**src/rtl/alu_op_pkg.sv**
```systemverilog
// Shared decode constants and types for the ID/EX issue stage.
// ALUOP_* codes are also consumed by the EX-stage ALU.
package alu_op_pkg;

  localparam logic [5:0] OPC_RTYPE = 6'b000000;
  localparam logic [5:0] OPC_LW    = 6'b100011;
  localparam logic [5:0] OPC_SW    = 6'b101011;
  localparam logic [5:0] OPC_ADDI  = 6'b001000;
  localparam logic [5:0] OPC_BEQ   = 6'b000100;
  localparam logic [5:0] OPC_J     = 6'b000010;

  localparam logic [5:0] FN_ADD  = 6'b100000;
  localparam logic [5:0] FN_SUB  = 6'b100010;
  localparam logic [5:0] FN_AND  = 6'b100100;
  localparam logic [5:0] FN_OR   = 6'b100101;
  localparam logic [5:0] FN_MULT = 6'b011000;
  localparam logic [5:0] FN_XOR  = 6'b100110;
  localparam logic [5:0] FN_NOR  = 6'b100111;
  localparam logic [5:0] FN_SLT  = 6'b101010;

  localparam logic [3:0] ALUOP_NOP  = 4'b0000;
  localparam logic [3:0] ALUOP_ADD  = 4'b0001;
  localparam logic [3:0] ALUOP_SUB  = 4'b0010;
  localparam logic [3:0] ALUOP_AND  = 4'b0011;
  localparam logic [3:0] ALUOP_OR   = 4'b0100;
  localparam logic [3:0] ALUOP_MULT = 4'b0101;
  localparam logic [3:0] ALUOP_XOR  = 4'b0110;
  localparam logic [3:0] ALUOP_NOR  = 4'b0111;
  localparam logic [3:0] ALUOP_SLT  = 4'b1000;
  localparam logic [3:0] ALUOP_BEQ  = 4'b1001;
  localparam logic [3:0] ALUOP_JUMP = 4'b1010;
  localparam logic [3:0] ALUOP_LW   = 4'b1011;
  localparam logic [3:0] ALUOP_SW   = 4'b1100;
  localparam logic [3:0] ALUOP_ADDI = 4'b1101;

  typedef enum logic [1:0] {
    WREG_NONE = 2'd0,
    WREG_RD   = 2'd1,
    WREG_RT   = 2'd2
  } wreg_sel_e;

  typedef struct packed {
    logic [3:0] aluop;
    logic       use_imm;
    logic       uses_rt;
    wreg_sel_e  wreg_sel;
    logic       regwrite;
    logic       memread;
    logic       memwrite;
    logic       illegal;
  } dec_ctrl_t;

  typedef enum logic {
    ST_RUN    = 1'b0,
    ST_BUBBLE = 1'b1
  } issue_state_e;

endpackage

```
**src/rtl/alu_op_decode.sv**
```systemverilog
// Combinational MIPS opcode/funct decode into the issue-stage control struct.
module alu_op_decode
  import alu_op_pkg::*;
(
  input  logic [31:0] instr,
  output dec_ctrl_t   ctrl
);

  logic [5:0] op;
  logic [5:0] fn;

  assign op = instr[31:26];
  assign fn = instr[5:0];

  always_comb begin
    ctrl          = '0;
    ctrl.wreg_sel = WREG_NONE;
    case (op)
      OPC_RTYPE: begin
        ctrl.uses_rt = 1'b1;
        // Only the all-zero word is a NOP; other zero-funct encodings are illegal.
        if (instr != 32'd0) begin
          ctrl.regwrite = 1'b1;
          ctrl.wreg_sel = WREG_RD;
          case (fn)
            FN_ADD:  ctrl.aluop = ALUOP_ADD;
            FN_SUB:  ctrl.aluop = ALUOP_SUB;
            FN_AND:  ctrl.aluop = ALUOP_AND;
            FN_OR:   ctrl.aluop = ALUOP_OR;
            FN_MULT: ctrl.aluop = ALUOP_MULT;
            FN_XOR:  ctrl.aluop = ALUOP_XOR;
            FN_NOR:  ctrl.aluop = ALUOP_NOR;
            FN_SLT:  ctrl.aluop = ALUOP_SLT;
            default: begin
              ctrl.illegal  = 1'b1;
              ctrl.regwrite = 1'b0;
              ctrl.wreg_sel = WREG_NONE;
            end
          endcase
        end
      end
      OPC_LW: begin
        ctrl.aluop    = ALUOP_LW;
        ctrl.use_imm  = 1'b1;
        ctrl.wreg_sel = WREG_RT;
        ctrl.regwrite = 1'b1;
        ctrl.memread  = 1'b1;
      end
      OPC_SW: begin
        ctrl.aluop    = ALUOP_SW;
        ctrl.use_imm  = 1'b1;
        ctrl.uses_rt  = 1'b1;
        ctrl.memwrite = 1'b1;
      end
      OPC_ADDI: begin
        ctrl.aluop    = ALUOP_ADDI;
        ctrl.use_imm  = 1'b1;
        ctrl.wreg_sel = WREG_RT;
        ctrl.regwrite = 1'b1;
      end
      OPC_BEQ: begin
        ctrl.aluop   = ALUOP_BEQ;
        ctrl.uses_rt = 1'b1;
      end
      OPC_J:   ctrl.aluop = ALUOP_JUMP;
      default: ctrl.illegal = 1'b1;
    endcase
  end

endmodule

```
**src/rtl/alu_op_issue.sv**
```systemverilog
// ID/EX issue stage: decode, operand select, load-use bubble FSM and ID/EX register.
// Optional counters enabled by defining ALU_OP_ISSUE_STATS_EN.
module alu_op_issue
  import alu_op_pkg::*;
#(
  parameter int DW = 32,
  parameter int RW = 5
) (
  input  logic          clk,
  input  logic          rst_n,
  input  logic          in_valid,
  output logic          in_ready,
  input  logic [31:0]   instr,
  input  logic [DW-1:0] rs_data,
  input  logic [DW-1:0] rt_data,
  input  logic          ex_ready,
  input  logic          flush,
  output logic          ex_valid,
  output logic [3:0]    ex_aluop,
  output logic [DW-1:0] ex_a,
  output logic [DW-1:0] ex_b,
  output logic [RW-1:0] ex_wreg,
  output logic          ex_regwrite,
  output logic          ex_memread,
  output logic          ex_memwrite,
  output logic          ex_illegal,
  output logic          dbg_state
`ifdef ALU_OP_ISSUE_STATS_EN
  ,
  output logic [31:0]   stat_issued,
  output logic [31:0]   stat_bubbles,
  output logic [31:0]   stat_illegal
`endif
);

  // Handshake: an ID word moves into ID/EX on the edge where in_valid & in_ready;
  // the ID/EX entry is consumed on the edge where ex_valid & ex_ready.
  dec_ctrl_t    dec;
  issue_state_e state_q;
  logic         ex_valid_q, regwrite_q, memread_q, memwrite_q, illegal_q;
  logic [3:0]   aluop_q;
  logic [DW-1:0] a_q, b_q, a_d, b_d;
  logic [RW-1:0] wreg_q, wreg_d, rs_idx, rt_idx, rd_idx;
  logic         advance, hazard, transfer;

  alu_op_decode u_dec (
    .instr (instr),
    .ctrl  (dec)
  );

  assign rs_idx = RW'(instr[25:21]);
  assign rt_idx = RW'(instr[20:16]);
  assign rd_idx = RW'(instr[15:11]);

  assign advance  = ~ex_valid_q | ex_ready;
  assign hazard   = ex_valid_q & memread_q & (wreg_q != '0) &
                    ((wreg_q == rs_idx) | ((wreg_q == rt_idx) & dec.uses_rt));
  assign in_ready = rst_n & ~flush & advance & ~hazard & (state_q == ST_RUN);
  assign transfer = in_valid & in_ready;

  always_comb begin
    a_d = rs_data;
    b_d = rt_data;
    if (dec.use_imm) b_d = {{(DW-16){instr[15]}}, instr[15:0]};
    if (dec.aluop == ALUOP_JUMP) begin
      a_d = '0;
      b_d = '0;
    end
    case (dec.wreg_sel)
      WREG_RD: wreg_d = rd_idx;
      WREG_RT: wreg_d = rt_idx;
      default: wreg_d = '0;
    endcase
  end

  always_ff @(posedge clk) begin
    if (!rst_n) begin
      state_q    <= ST_RUN;
      ex_valid_q <= 1'b0;
      aluop_q    <= ALUOP_NOP;
      a_q        <= '0;
      b_q        <= '0;
      wreg_q     <= '0;
      regwrite_q <= 1'b0;
      memread_q  <= 1'b0;
      memwrite_q <= 1'b0;
      illegal_q  <= 1'b0;
    end else if (flush) begin
      state_q    <= ST_RUN;
      ex_valid_q <= 1'b0;
      aluop_q    <= ALUOP_NOP;
      regwrite_q <= 1'b0;
      memread_q  <= 1'b0;
      memwrite_q <= 1'b0;
      illegal_q  <= 1'b0;
    end else begin
      case (state_q)
        ST_RUN: begin
          if (advance) begin
            ex_valid_q <= transfer;
            if (transfer) begin
              aluop_q    <= dec.aluop;
              a_q        <= a_d;
              b_q        <= b_d;
              wreg_q     <= wreg_d;
              regwrite_q <= dec.regwrite;
              memread_q  <= dec.memread;
              memwrite_q <= dec.memwrite;
              illegal_q  <= dec.illegal;
            end
            if (hazard && in_valid) state_q <= ST_BUBBLE;
          end
        end
        ST_BUBBLE: begin
          // Second bubble cycle; wait here while EX is stalled.
          ex_valid_q <= 1'b0;
          if (ex_ready) state_q <= ST_RUN;
        end
        default: state_q <= ST_RUN;
      endcase
    end
  end

  assign ex_valid    = ex_valid_q;
  assign ex_aluop    = aluop_q;
  assign ex_a        = a_q;
  assign ex_b        = b_q;
  assign ex_wreg     = wreg_q;
  assign ex_regwrite = regwrite_q;
  assign ex_memread  = memread_q;
  assign ex_memwrite = memwrite_q;
  assign ex_illegal  = illegal_q;
  assign dbg_state   = (state_q == ST_BUBBLE);

`ifdef ALU_OP_ISSUE_STATS_EN
  logic        bubble_evt;
  logic [31:0] issued_q, bubbles_q, illegal_cnt_q;

  assign bubble_evt = (state_q == ST_RUN) & ~flush & advance & hazard & in_valid;

  always_ff @(posedge clk) begin
    if (!rst_n) begin
      issued_q      <= '0;
      bubbles_q     <= '0;
      illegal_cnt_q <= '0;
    end else begin
      if (transfer) issued_q <= issued_q + 32'd1;
      if (transfer && dec.illegal) illegal_cnt_q <= illegal_cnt_q + 32'd1;
      if (bubble_evt) bubbles_q <= bubbles_q + 32'd1;
    end
  end

  assign stat_issued  = issued_q;
  assign stat_bubbles = bubbles_q;
  assign stat_illegal = illegal_cnt_q;
`endif

endmodule

```
**config.mk**
```make
export PLATFORM = sky130hd
export DESIGN_NAME = alu_op_issue
export DESIGN_NICKNAME = d
export VERILOG_FILES = /design/src/rtl/alu_op_pkg.sv /design/src/rtl/alu_op_decode.sv /design/src/rtl/alu_op_issue.sv
export SDC_FILE = /design/constraint.sdc
export NUM_CORES = 1
export LEC_CHECK = 0
export CAP_MARGIN = 20
export CORE_ASPECT_RATIO = 2
export CORE_MARGIN = 4
export CORE_UTILIZATION = 44
export CTS_BUF_LIST = sky130_fd_sc_hd__clkbuf_16
export DETAILED_ROUTE_END_ITERATION = 7
export GPL_TIMING_DRIVEN = 0
export PLACE_DENSITY_LB_ADDON = 0.1
export SYNTH_ARGS = -nofsm -noshare
export SYNTH_HDL_FRONTEND = slang
export SYNTH_SLANG_ARGS = --single-unit
```
**constraint.sdc**
```tcl
create_clock -name clk -period 5.33 [get_ports clk]
set_clock_uncertainty 0.1 [all_clocks]
set_input_delay 1.066 -clock clk [delete_from_list [all_inputs] [get_ports clk]]
set_output_delay 1.066 -clock clk [all_outputs]
set_load 0.03 [all_outputs]
```
==> run metrics, run 1 <==
top-count cell post-synth=dfxtp_1; via count=4037; CP Cell Sequence=clkdlybuf4s50_1 -> nor3_2 -> mux2i_1 -> nor4_2 -> buf_6 -> clkbuf_1 -> nor3_1 -> clkdlybuf4s50_1; Setup crit end kind=output pin; ant diodes=0; global-route wire length before repair=19.8 mm; Pre-antenna DRT Iters=4; crit path DAT=3.89 ns; worst slew pin tran=1.10 ns; unrepaired setup endpoints after global routing=false; max incr delay on CP=0.61 ns; Tot GR Track Use=25.1%; DP Wirelength=10.3 mm; Die ar.=10100 sq um; CTS root buf=clkbuf_16; post-synthesis to final-layout area growth=59.0%; Cell Rows=47; Port Buffers=177; WL/cell=18.3 um; Post-Synthesis Cells=419; Worst Setup Start Kind=input pin; nets@finish=710; Mapped Area=3720 sq um; share of layout cells above drive strength 1=6.22%; clock slew seen by the registers of the worst setup and hold paths=0.06 ns; setup TNS=0 ns; clock sink count=79; library cells used by synthesis=50; initial antenna violation count=0; H-tree depth=3; DR vias/cell=5.69; Yosys top cell by area=dfxtp_1; Final Hold Fails=0; outcome=complete, no violations; Syn Nets=522; Worst path top cell family by delay=buffers and inverters; core footprint=8290 sq um; hold-fix buffers at CTS=0; Yosys reg bits=79; I/O pin cnt=181; Avg Cell Area, Syn=8.88 sq um; ys flop type=dfxtp_1; most instantiated cells after synthesis=dfxtp_1 (79), a21oi_1 (54), nand4_1 (37); final wirelength=13.0 mm; Die H=138 um; Slew HR=25.7%; DRC=0; leakage power=2.11 nW; die width=73.0 um; Tcrit/Tclk final=94.8%; CTS resizes=0; TritonCTS buffer count=9; Max-Cap Viols=0; area share of the largest cell type after synthesis=42.5%; Antenna Nets Post-Route=0; Post-DP Area=5620 sq um; largest net degree at the start of global routing=13; number of global-route vias before repair=4082; Power Density=254 nW/um^2; critical path class=input pin to output pin; crit path buf inv count=4; clk_lat worst skew=0.33 ns; CP max-delay cell=clkdlybuf4s50_1; maximum VDD drop=0.000214 V; number of max-slew violations in the final report=0; gpl congestion=0.883; asr flop ratio synth=0%; Post-CTS Setup Bufs=0; maximum clock path buffer count=2; Crit path top cell by count=clkdlybuf4s50_1; Setup Viol. Count Final=0; Final min period=5.05 ns; CTS tree=yes; Post-synth EDFFs=0; Hold Path Class=flop to flop; Critical Path Fanout Max=10; max frequency=198 MHz; Post-Layout Inst Area=5920 sq um; worst path required time=4.16 ns; GRT overflow=0; register area share after synthesis=42.5%; yosys warns=0; largest cells by area after synthesis=dfxtp_1 (43%), o2bb2ai_1 (7.5%), a21oi_1 (7.3%); initial core utilization=44.9%; DR iter-0 viols=253
-- kinds of logic after synthesis --
family	Yosys count	share of synthesized area [%]
AOI/OAI and AO/OA	154	26.3
and+or+nand+nor	111	17.5
DFF	79	42.5
buffers and inverters	43	5.38
muxes	18	4.84
xor gates and xnor gates	12	2.82
adders and majority gates	2	0.672
-- worst min-delay path: cells and delay by family (launching register included) --
family,cells,cell delay [ns]
and+or+nand+nor,1,0.05
AOI/OAI and AO/OA,1,0.05
DFF,1,0.31
-- sequential cells by signal, summed over array words and instances, names as in the netlist --
register	cells
dbg_state	1
ex_a	32
ex_aluop	4
ex_b	32
ex_illegal	1
ex_memread	1
ex_memwrite	1
ex_regwrite	1
ex_valid	1
ex_wreg	5
-- stage by stage --
stage	cells	setup WS, ns	util [%]	hold slack, ns	total power, mW
3_5_place_dp	694	0.344	67.7	0.345	0.885
2_1_floorplan	419	1.43	-	0.473	0.743
3_3_place_gp	694	0.323	67.7	0.336	0.880
5_1_grt	709	0.142	71.4	0.372	1.56
4_1_cts	709	0.312	71.4	0.355	1.51
6_report	709	0.277	71.4	0.354	1.50
-- power breakdown --
part           switching (mW)  leakage, nW  internal [mW]
Sequential             0.0101        0.642          0.610
Clock                   0.229        0.154          0.402
Combinational           0.124         1.31          0.130
-- placed cells by master, fill, tap and decap left out, drive strengths merged, types with 2 or more instances in the layout --
cell	Yosys	layout
clkdlybuf4s50	0	177
dfxtp	79	79
a21oi	55	55
o21ai	44	44
nand4	37	37
o2bb2ai	32	32
clkbuf	17	26
nand2	20	20
buf	19	19
mux2i	18	18
xnor2	11	11
nor2	10	10
inv	7	8
nor3	7	7
nor4	7	7
or4	7	7
nand2b	6	6
a22oi	5	5
nand3	4	4
nor2b	3	3
o31ai	3	3
a311oi	3	3
clkinv	0	3
nor3b	2	2
and3	2	2
o31a	2	2
o22a	2	2
ha	2	2
bufinv	0	2
o211ai	2	2
-- layout make-up --
cell class | instances | area (sq um)
clock inverter | 6 | 77.6
fill | 698 | 2370
sequential | 79 | 1580
tap | 98 | 123
timing repair buffer | 177 | 1770
buffer | 36 | 174
multi-input combinational | 297 | 1940
clock buffer | 9 | 225
inverter | 7 | 26.3
-- path summary, 6_finish.rpt --
check             endpoint  slack [ns]  cells past startpoint       start
setup / recovery  in_ready        0.28                      8   instr[31]
hold / removal    ex_a[22]        0.35                      2    ex_a[22]
setup reg to reg  ex_a[25]        2.60                      6  ex_wreg[4]
hold reg to reg   ex_a[22]        0.35                      2    ex_a[22]
-- metal layers --
| layer | share of wire, % | vias to the layer above | track usage [%] |
|---|---|---|---|
| met5 | 0 | - | 0 |
| met2 | 57 | 154 | 48.4 |
| li1 | - | 1968 | - |
| met3 | 6.1 | 35 | 6.69 |
| met4 | 3.2 | 0 | 11.0 |
| met1 | 34 | 1880 | 23.0 |
(Power assumes the default switching activity.)
==> inputs of run 2 (changes only) <==
CORE_UTILIZATION = 41   (was 44)
clock period = 5.15 ns   (was 5.33 ns; I/O delays follow)
==> run metrics, run 2 (synthesized netlist as in run 1, its figures left out) <==
Port Buffers=177; Worst Setup Start Kind=input pin; max frequency=202 MHz; Hold Crit Depth=2; share of layout cells above drive strength 1=6.20%; Seq pwr share=42.5%; GRT overflow=0; clock slew seen by the registers of the worst setup and hold paths=0.05 ns; Pre-antenna DRT Iters=4; DR iter-0 viols=159; via count=4044; Slew HR=50.2%; R2R Setup Slk=2.43 ns; DP Wirelength=10.3 mm; initial core utilization=41.6%; clk_lat worst skew=0.33 ns; gpl congestion=0.847; unrepaired setup endpoints after global routing=false; DRC=0; Tcrit/Tclk final=96.2%; commonest non-fill, non-tap cell in the layout=clkdlybuf4s50_1; Die H=143 um; Antenna Nets Post-Route=0; crit path to=in_ready; Cell Rows=49; TritonCTS buffer count=9; Max-Cap Viols=0; core footprint=8950 sq um; Post-Layout Inst Area=5910 sq um; Post-DP Area=5620 sq um; Clock power frac=40.2%; Reg-to-Reg Start=ex_wreg[0]; R2R Path End=ex_a[26]; die width=75.4 um; Tot GR Track Use=23.8%; clock sink count=79; hold-fix buffers at CTS=0; Final Hold Fails=0; nets@finish=711; setup TNS=0 ns; maximum clock path buffer count=2; Critical Path Fanout Max=10; P_int=1.13 mW; Hold Path Class=flop to flop; worst r2r path cells=7; outcome=complete, no violations; Final min period=4.95 ns; maximum VDD drop=0.000225 V; H-tree depth=3; WL/cell=18.2 um; combinational power share=17.4%; Setup Viol. Count Final=0; global-route wire length before repair=19.8 mm; post-synthesis to final-layout area growth=58.8%; CTS root buf=clkbuf_16; initial antenna violation count=0; Post-CTS Setup Bufs=0; most frequent cells in the layout=clkdlybuf4s50_1 (177), dfxtp_1 (79), a21oi_1 (54); Worst Setup SP=instr[31]; P_sw=0.377 mW; CTS resizes=0; number of max-slew violations in the final report=0; I/O pin cnt=181; number of global-route vias before repair=4112; sw frac=25.0%; worst path required time=4.02 ns; leakage power=2.11 nW; ant diodes=0; CTS tree=yes; total power=1.51 mW; Die ar.=10800 sq um; Setup crit end kind=output pin; worst slew pin tran=0.741 ns; crit path DAT=3.82 ns; critical path class=input pin to output pin; largest net degree at the start of global routing=13; DR vias/cell=5.66; final wirelength=13.0 mm; Power Density=256 nW/um^2
[run 2: layout make-up]
type / instances / area (sq um)
Inverter: 7 / 26.3
Sequential cell: 79 / 1580
Timing Repair Buffer: 178 / 1780
Multi-Input combinational cell: 297 / 1940
Fill cell: 782 / 3040
Buffer: 36 / 174
Clock inverter: 7 / 57.6
Tap cell: 102 / 128
Clock buffer: 9 / 225
[run 2: worst max-delay path, cell delays in order]
cell and delay [ns]:
clkdlybuf4s50_1 0.52, nor3_2 0.36, mux2i_1 0.19, nor4_2 0.45
buf_6 0.20, clkbuf_1 0.34, nor3_1 0.12, clkdlybuf4s50_1 0.61
[run 2: per-layer routing]
layer	routed length [um]	up-vias	GRT usage [%]
li1	-	1973	-
met1	4560	1877	22.9
met2	7190	166	44.8
met3	884	28	6.06
met4	402	0	10.8
met5	0	-	0
[run 2: how the worst min path moves through the flow]
stage / startpoint / slack (ns) / endpoint
final: ex_a[22] / 0.34 / ex_a[22]
after floorplan: ex_a[21] / 0.47 / ex_a[21]
after detailed placement: ex_a[22] / 0.34 / ex_a[22]
after global placement: ex_a[23] / 0.34 / ex_a[23]
after CTS: ex_a[27] / 0.35 / ex_a[27]
after global routing: ex_a[21] / 0.37 / ex_a[21]
[run 2: through the flow]
stage | hold slack (ns) | util (%) | std cells | worst slack, ns
2_1_floorplan | 0.473 | - | 419 | 1.33
4_1_cts | 0.348 | 65.9 | 714 | 0.225
3_3_place_gp | 0.336 | 62.8 | 698 | 0.241
6_report | 0.344 | 66.0 | 715 | 0.198
3_5_place_dp | 0.340 | 62.8 | 698 | 0.248
5_1_grt | 0.373 | 66.0 | 715 | 0.0531
[run 2: power groups by stage]
stage / combinational [mW] / sequential [mW] / clock (mW)
after global placement: 0.258 / 0.654 / 0
after floorplan: 0.0761 / 0.693 / 0
after global routing: 0.279 / 0.643 / 0.645
after CTS: 0.263 / 0.641 / 0.618
final: 0.262 / 0.641 / 0.607
after detailed placement: 0.262 / 0.654 / 0
==> inputs of run 3 (changes only) <==
SLEW_MARGIN = 40   (was not set)
==> run metrics, run 3 (synthesized netlist as in run 1, its figures left out) <==
outcome=complete, no violations; via count=4023; hold-fix buffers at CTS=0; Worst Setup Start Kind=input pin; WL/cell=18.3 um; clock slew seen by the registers of the worst setup and hold paths=0.05 ns; crit path DAT=3.83 ns; crit path buf inv count=4; Setup crit end kind=output pin; R2R Path End=ex_a[26]; CTS root buf=clkbuf_16; Setup Viol. Count Final=0; maximum clock path buffer count=2; DP Wirelength=10.3 mm; critical path class=input pin to output pin; Max-Cap Viols=0; DR vias/cell=5.63; Hold Path Class=flop to flop; clk_lat worst skew=0.33 ns; DR iter-0 viols=166; Critical Path Fanout Max=10; worst slew pin tran=0.739 ns; sw frac=24.9%; Reg-to-Reg Start=ex_wreg[0]; P_sw=0.376 mW; number of max-slew violations in the final report=0; ant diodes=0; HP Start=ex_a[22]; Tcrit/Tclk final=96.3%; CTS tree=yes; final wirelength=13.1 mm; Hold Path End=ex_a[22]; fillers=752; global-route wire length before repair=19.8 mm; CP Cell Sequence=clkdlybuf4s50_1 -> nor3_2 -> mux2i_1 -> nor4_2 -> buf_6 -> clkbuf_1 -> nor3_1 -> clkdlybuf4s50_1; unrepaired setup endpoints after global routing=false; I/O pin cnt=181; CP max-delay cell=clkdlybuf4s50_1; Slew HR=50.4%; P_int=1.13 mW; nets@finish=710; share of layout cells above drive strength 1=6.05%; largest net degree at the start of global routing=13; Final min period=4.96 ns; Clock power frac=40.1%; Crit path top cell by count=clkdlybuf4s50_1; Hold Crit Depth=2; number of global-route vias before repair=4078; worst r2r path cells=6; total power=1.51 mW; Antenna Nets Post-Route=0; setup TNS=0 ns; GRT overflow=0; commonest non-fill, non-tap cell in the layout=clkdlybuf4s50_1; TritonCTS buffer count=9; leakage power=2.10 nW; R2R Setup Slk=2.64 ns; H-tree depth=3; Port Buffers=177; DRC=0; Cell Rows=49; max frequency=202 MHz; Die ar.=10800 sq um; die width=75.4 um; Tot GR Track Use=23.9%; Post-CTS Setup Bufs=0; core footprint=8950 sq um; initial core utilization=41.6%; maximum VDD drop=0.000187 V; combinational power share=17.3%; worst path required time=4.02 ns; Final Hold Fails=0; Worst path top cell family by delay=buffers and inverters; clock sink count=79; initial antenna violation count=0; gpl congestion=0.847; max incr delay on CP=0.61 ns; most frequent cells in the layout=clkdlybuf4s50_1 (177), dfxtp_1 (79), a21oi_1 (54); Seq pwr share=42.5%; Pre-antenna DRT Iters=5; post-synthesis to final-layout area growth=58.7%; Power Density=255 nW/um^2; CTS resizes=0; Die H=143 um
## run 3: cell types whose count changed in the layout (fill, tap and decap cells not counted), sizes merged
cell | before | now
clkinv | 2 | 3
clkbuf | 27 | 26
inv | 10 | 9
## run 3: layout make-up
cell class / count / area, sq um / area share [%]
clock buffers: 9 / 225 / 3.81
well taps: 102 / 128 / 2.16
repair buffers: 177 / 1770 / 30.0
inverters: 7 / 26.3 / 0.445
clock inverters: 7 / 56.3 / 0.953
flip-flops and latches: 79 / 1580 / 26.8
multi-input cells: 297 / 1940 / 32.9
plain buffers: 36 / 174 / 2.94
## run 3: power by group through the flow
stage               clock, mW  sequential, mW  combinational [mW]
finish                  0.605           0.641               0.261
global placement            0           0.654               0.258
global route            0.651           0.643               0.278
CTS                     0.618           0.641               0.263
detailed placement          0           0.654               0.261
floorplan                   0           0.693              0.0761
## run 3: worst min-delay path, delay by kind of cell (launching register included)
family | cells | cell delay, ns
AND/OR/NAND/NOR | 1 | 0.05
AO/OA/AOI/OAI | 1 | 0.05
flip-flops | 1 | 0.30
## run 3: stage by stage
| stage | worst slack, ns | std cells | hold slack (ns) | area [sq um] | utilization [%] |
|---|---|---|---|---|---|
| CTS | 0.218 | 714 | 0.348 | 5910 | 66.0 |
| finish | 0.191 | 714 | 0.344 | 5910 | 66.0 |
| global placement | 0.241 | 698 | 0.336 | 5620 | 62.8 |
| floorplan | 1.33 | 419 | 0.473 | 3720 | - |
| detailed placement | 0.232 | 698 | 0.340 | 5630 | 62.8 |
| global route | 0.0537 | 714 | 0.376 | 5910 | 66.0 |
## run 3: worst max path at each step
stage	start	to	cells after the start	slack [ns]
detailed placement	instr[31]	in_ready	8	0.23
global placement	instr[31]	in_ready	8	0.24
floorplan	instr[28]	in_ready	7	1.33
global route	instr[31]	in_ready	8	0.05
CTS	instr[31]	in_ready	8	0.22
finish	instr[31]	in_ready	8	0.19
## run 3: per-layer routing
metal	wire [um]	track usage, %	part of all wire (%)
met4	500	11.4	3.8
met1	4660	23.3	36
met3	805	6.13	6.2
met5	0	0	0
met2	7110	44.3	54
==> variant 1: new RTL, flow settings as in run 2 <==
Change the parameter `RW` from 5 to 4.
--- a/src/rtl/alu_op_issue.sv
+++ b/src/rtl/alu_op_issue.sv
@@ -4,7 +4,7 @@
   import alu_op_pkg::*;
 #(
   parameter int DW = 32,
-  parameter int RW = 5
+  parameter int RW = 4
 ) (
   input  logic          clk,
   input  logic          rst_n,
Ports: changed (resized ex_wreg); port bits go from 181 to 180. No check against the original RTL was run, so the function may have changed too.
==> variant 1 against run 2 <==
- critical path depth fell by 1
- area after synthesis fell by 1.1%
- synthesized cell count fell by 3.3%
- non-clock buffer count did not move
- design area fell by 0.47%
- worst setup slack improved by 410 ps
- count of clock-buffer cells in the layout did not move
- global-route usage fell by 0.34 points
- register-to-register slack improved by 160 ps
- hold slack improved by 16 ps
- routed wire length fell by 4.9%
- sequential cell count fell by 1
- power rose by 2.4%
- critical path type unchanged
- critical endpoint unchanged
- largest power group is now the clock network
==> variant 1: results (changes against run 2) <==
metric;value;unit;change
outcome;completed;;
grt_pass1_wl;19500;um;-1.5%
cp_max_fo;7;;-3
drt_iter0_drc;130;;-18%
p_sw_frac;0.264;;+0.0147
path_clk_slew;70;ps;+20 ps
relSlewSlack;0.552;;+0.0502
pre_cts_slack;599;ps;+351 ps
grt.total_usage;0.235;;-0.00339
synth_nets;508;;-2.7%
n_fill_cell;764;;-2.3%
grt_util_met1;0.228;;-0.000654
period_minus_slack;4540;ps;-409 ps
use_met2;0.439;;-0.00942
yosysSeqAreaShare;0.424;;-0.000527
wl_per_cell;17.8;um;-2.6%
final_nets;696;;-2.1%
placed_cell_area;5580;um2;-0.80%
grt_max_degree;16;;+3
use_met3;0.0622;;+0.00163
cp.arrival;3410;ps;-410 ps
ys_types;52;;+4.0%
final_layout_size_suffix_gt1_frac;0.0870;;+0.0250
cts_setup_buffers;0;;unchanged
dp_hpwl;9770;um;-5.3%
async_flop_share;0;;unchanged
gp_congestion;0.802;;-5.3%
ctsResizeCount;0;;unchanged
hold_slack;360;ps;+15.8 ps
ir_worst_vdd;192;uV;-14%
antenna_cells;0;;unchanged
via_per_inst;5.63;;-0.43%
netlist_top_cells_area;dfxtp_1 (42%), o2bb2ai_1 (7.6%), a21oi_1 (7.1%);;
clk_latency;340;ps;
r2r_slack;2590;ps;+160 ps
synth_common_cells;dfxtp_1 (78), a21oi_1 (52), o21ai_0 (42);;
yosys_warnings;0;;unchanged
grt_pass1_vias;4162;;+1.2%
leakage;2.17;nW;+2.9%
[variant 1: cell count changes in the layout (fill, tap and decap cells not counted), sizes merged, moves of 4 or more]
cell	change
xor2	+7
nand2b	-4
nor4	+4
xnor2	-11
[variant 1: area by class of cell]
| class | instances | area, um2 | area share |
|---|---|---|---|
| timing repair buffer | 177 | 1770 | 0.301 |
| buffer | 37 | 204 | 0.0347 |
| sequential | 78 | 1560 | 0.266 |
| tap | 100 | 125 | 0.0213 |
| clock buffer | 9 | 225 | 0.0383 |
| multi-input combinational | 285 | 1890 | 0.322 |
| clock inverter | 7 | 80.1 | 0.0136 |
| inverter | 5 | 18.8 | 0.00319 |
[variant 1: through the flow]
stage | power (mW) | std cells
2_1_floorplan | 0.757 | 405
3_3_place_gp | 0.899 | 682
3_5_place_dp | 0.903 | 682
4_1_cts | 1.56 | 698
5_1_grt | 1.60 | 698
6_report | 1.55 | 698
[variant 1: critical path: stages]
cell and delay [ps]:
clkdlybuf4s50_1 530, or4_1 540, o21ai_1 150, a31oi_1 120
nor3_1 320, nor4_1 110, clkdlybuf4s50_1 610
[variant 1: worst paths after layout]
path / from / endpoint / cells past startpoint
min reg2reg: ex_a[25]$_SDFFE_PN0P_ / ex_a[25]$_SDFFE_PN0P_ / 2
max: instr[27] / in_ready / 7
max reg2reg: ex_wreg[3]$_SDFFE_PN0P_ / ex_b[26]$_SDFFE_PN0P_ / 6
min: ex_a[25]$_SDFFE_PN0P_ / ex_a[25]$_SDFFE_PN0P_ / 2
[variant 1: power groups by stage]
stage / combinational [mW] / clock, mW / sequential [mW]
final: 0.256 / 0.658 / 0.633
after global routing: 0.273 / 0.697 / 0.635
after CTS: 0.257 / 0.669 / 0.633
after detailed placement: 0.256 / 0 / 0.647
after global placement: 0.253 / 0 / 0.646
after floorplan: 0.0719 / 0 / 0.685
[variant 1: metal layers]
metal / share of wire / vias up
met5: 0 / -
met4: 0.030 / 0
met1: 0.35 / 1838
met2: 0.55 / 147
met3: 0.070 / 26
li1: - / 1920
[variant 1: logic make-up (layout without fill, tap and decap cells)]
| family | Yosys count | in the layout | synth area share |
|---|---|---|---|
| and+or+nand+nor | 107 | 107 | 0.178 |
| xor gates and xnor gates | 8 | 8 | 0.0190 |
| muxes | 20 | 20 | 0.0551 |
| AOI/OAI and AO/OA | 148 | 148 | 0.256 |
| adders and majority gates | 2 | 2 | 0.00680 |
| DFF | 78 | 78 | 0.424 |
| buffers and inverters | 42 | 235 | 0.0605 |
==> variant 2: new RTL, config.mk and constraints of run 2 <==
Without the edit above. Register the output `dbg_state`, with the module's reset; this adds one clock of latency there. The other outputs are not delayed to match.
--- a/src/rtl/alu_op_issue.sv
+++ b/src/rtl/alu_op_issue.sv
@@ -130,7 +130,13 @@
   assign ex_memread  = memread_q;
   assign ex_memwrite = memwrite_q;
   assign ex_illegal  = illegal_q;
-  assign dbg_state   = (state_q == ST_BUBBLE);
+  always_ff @(posedge clk) begin
+    if (!rst_n) begin
+      dbg_state <= '0;
+    end else begin
+      dbg_state <= (state_q == ST_BUBBLE);
+    end
+  end
 
 `ifdef ALU_OP_ISSUE_STATS_EN
   logic        bubble_evt;
Behaviour: not the same (Yosys sat finds a counterexample within 4 cycles, from zero or initial values and one cycle with rst_n low).
==> variant 2 against run 2 <==
- worst setup slack improved by 560 ps
- hold slack improved by 2.3 ps
- global-route usage fell by 1.6 points
- routed wire length fell by 9.5%
- sequential power rose by 1%
- design area fell by 1.0%
- area after synthesis fell by 1.8%
- power rose by 0.23%
- sequential cell count rose by 1
- clock power fell by 1%
==> variant 2: results (changes against run 2) <==
metric;value;unit;change
final_layout_size_suffix_gt1_frac;0.0597;;-0.00229
crit_end;in_ready;;
ys_types;48;;-4.0%
antenna_cells;0;;unchanged
port_buffers;179;;+1.1%
grt_pass1_vias;3849;;-6.4%
synth_nets;512;;-1.9%
yosysSeqAreaShare;0.438;;+0.0132
dp_hpwl;9440;um;-8.5%
ir_worst_vdd;196;uV;-13%
placed_cell_area;5570;um2;-0.87%
outcome;completed;;
via_per_inst;5.39;;-4.7%
synthCells;409;;-2.4%
synth_common_cells;dfxtp_1 (80), nand3_1 (48), nand2_1 (43);;
leakage;2.22;nW;+5.4%
r2r_end;ex_b[25]$_SDFFE_PN0P_;;
cp_max_fo;4;;-6
grt_pass1_wl;18400;um;-6.9%
r2r_slack;2790;ps;+360 ps
r2r_start;ex_wreg[4]$_SDFFE_PN0P_;;
dp_cells;688;;-1.4%
reg2reg_depth;8;;+1
fin_cells;703;;-1.7%
netlist_top_cells_area;dfxtp_1 (44%), o2bb2ai_1 (7.7%), nand3_1 (6.6%);;
grt.total_usage;0.222;;-0.0162
relSlewSlack;0.541;;+0.0391
## variant 2: changes by cell type in the layout (fill, tap and decap cells not counted), sizes merged, moves of 5 or more
cell and delta:
inv -6, xor2 +8, nand2 +23, nand3 +45
nand4 -32, or4 -5, a21oi -27, a21boi +27
xnor2 -9, o21ai -34, or3 +6
## variant 2: worst register-to-register path, stage by stage (launching register included)
cell and delay (ps):
dfxtp_1 370, or3_1 390, o311a_1 340, nand4_2 150
and4_1 200, buf_4 170, nand3_2 170, buf_4 230
o2bb2ai_1 170
## variant 2: cell families after synthesis
family	after synthesis	share of synthesized area
flip-flops	80	0.438
buffers and inverters	35	0.0448
XOR/XNOR	11	0.0264
AND/OR/NAND/NOR	150	0.216
adder cells (fa/ha/maj)	3	0.00958
AO/OA/AOI/OAI	115	0.224
multiplexers	15	0.0411
## variant 2: routing by layer
layer / wire length [um] / share of wire / global-route usage / vias to the layer above
met5: 0 / 0 / 0 / -
met4: 320 / 0.027 / 0.0854 / 0
met3: 800 / 0.068 / 0.0574 / 20
met2: 6610 / 0.56 / 0.422 / 141
met1: 4060 / 0.34 / 0.217 / 1765
li1: - / - / - / 1865
## variant 2: power by group
part,internal [mW],switching [mW],total [mW]
sequential,0.639,0.0104,0.650
combinational,0.136,0.126,0.262
clock,0.366,0.236,0.601
total,1.14,0.372,1.51
## variant 2: layout make-up
cell class	instances	area, um2
Fill cell	771	2800
Multi-Input combinational cell	294	1890
Timing Repair Buffer	179	1790
Sequential cell	80	1600
Clock buffer	9	225
Buffer	31	149
Tap cell	100	125
Clock inverter	6	51.3
Inverter	4	15.0
## variant 2: metrics by stage
stage | setup WS, ps | hold WS [ps]
after floorplan | 1490 | 385
after global placement | 753 | 336
after detailed placement | 736 | 341
after CTS | 739 | 349
after global routing | 652 | 369
final | 758 | 346
## variant 2: worst min-delay path by stage
stage | start | endpoint | slack (ps) | depth (start not counted)
2_1_floorplan | state_q$_SDFF_PP0_ | dbg_state$_SDFF_PN0_ | 380 | 1
3_3_place_gp | ex_a[2]$_SDFFE_PN0P_ | ex_a[2]$_SDFFE_PN0P_ | 340 | 2
3_5_place_dp | ex_a[4]$_SDFFE_PN0P_ | ex_a[4]$_SDFFE_PN0P_ | 340 | 2
4_1_cts | ex_a[4]$_SDFFE_PN0P_ | ex_a[4]$_SDFFE_PN0P_ | 350 | 2
5_1_grt | ex_a[2]$_SDFFE_PN0P_ | ex_a[2]$_SDFFE_PN0P_ | 370 | 2
6_report | ex_a[2]$_SDFFE_PN0P_ | ex_a[2]$_SDFFE_PN0P_ | 350 | 2
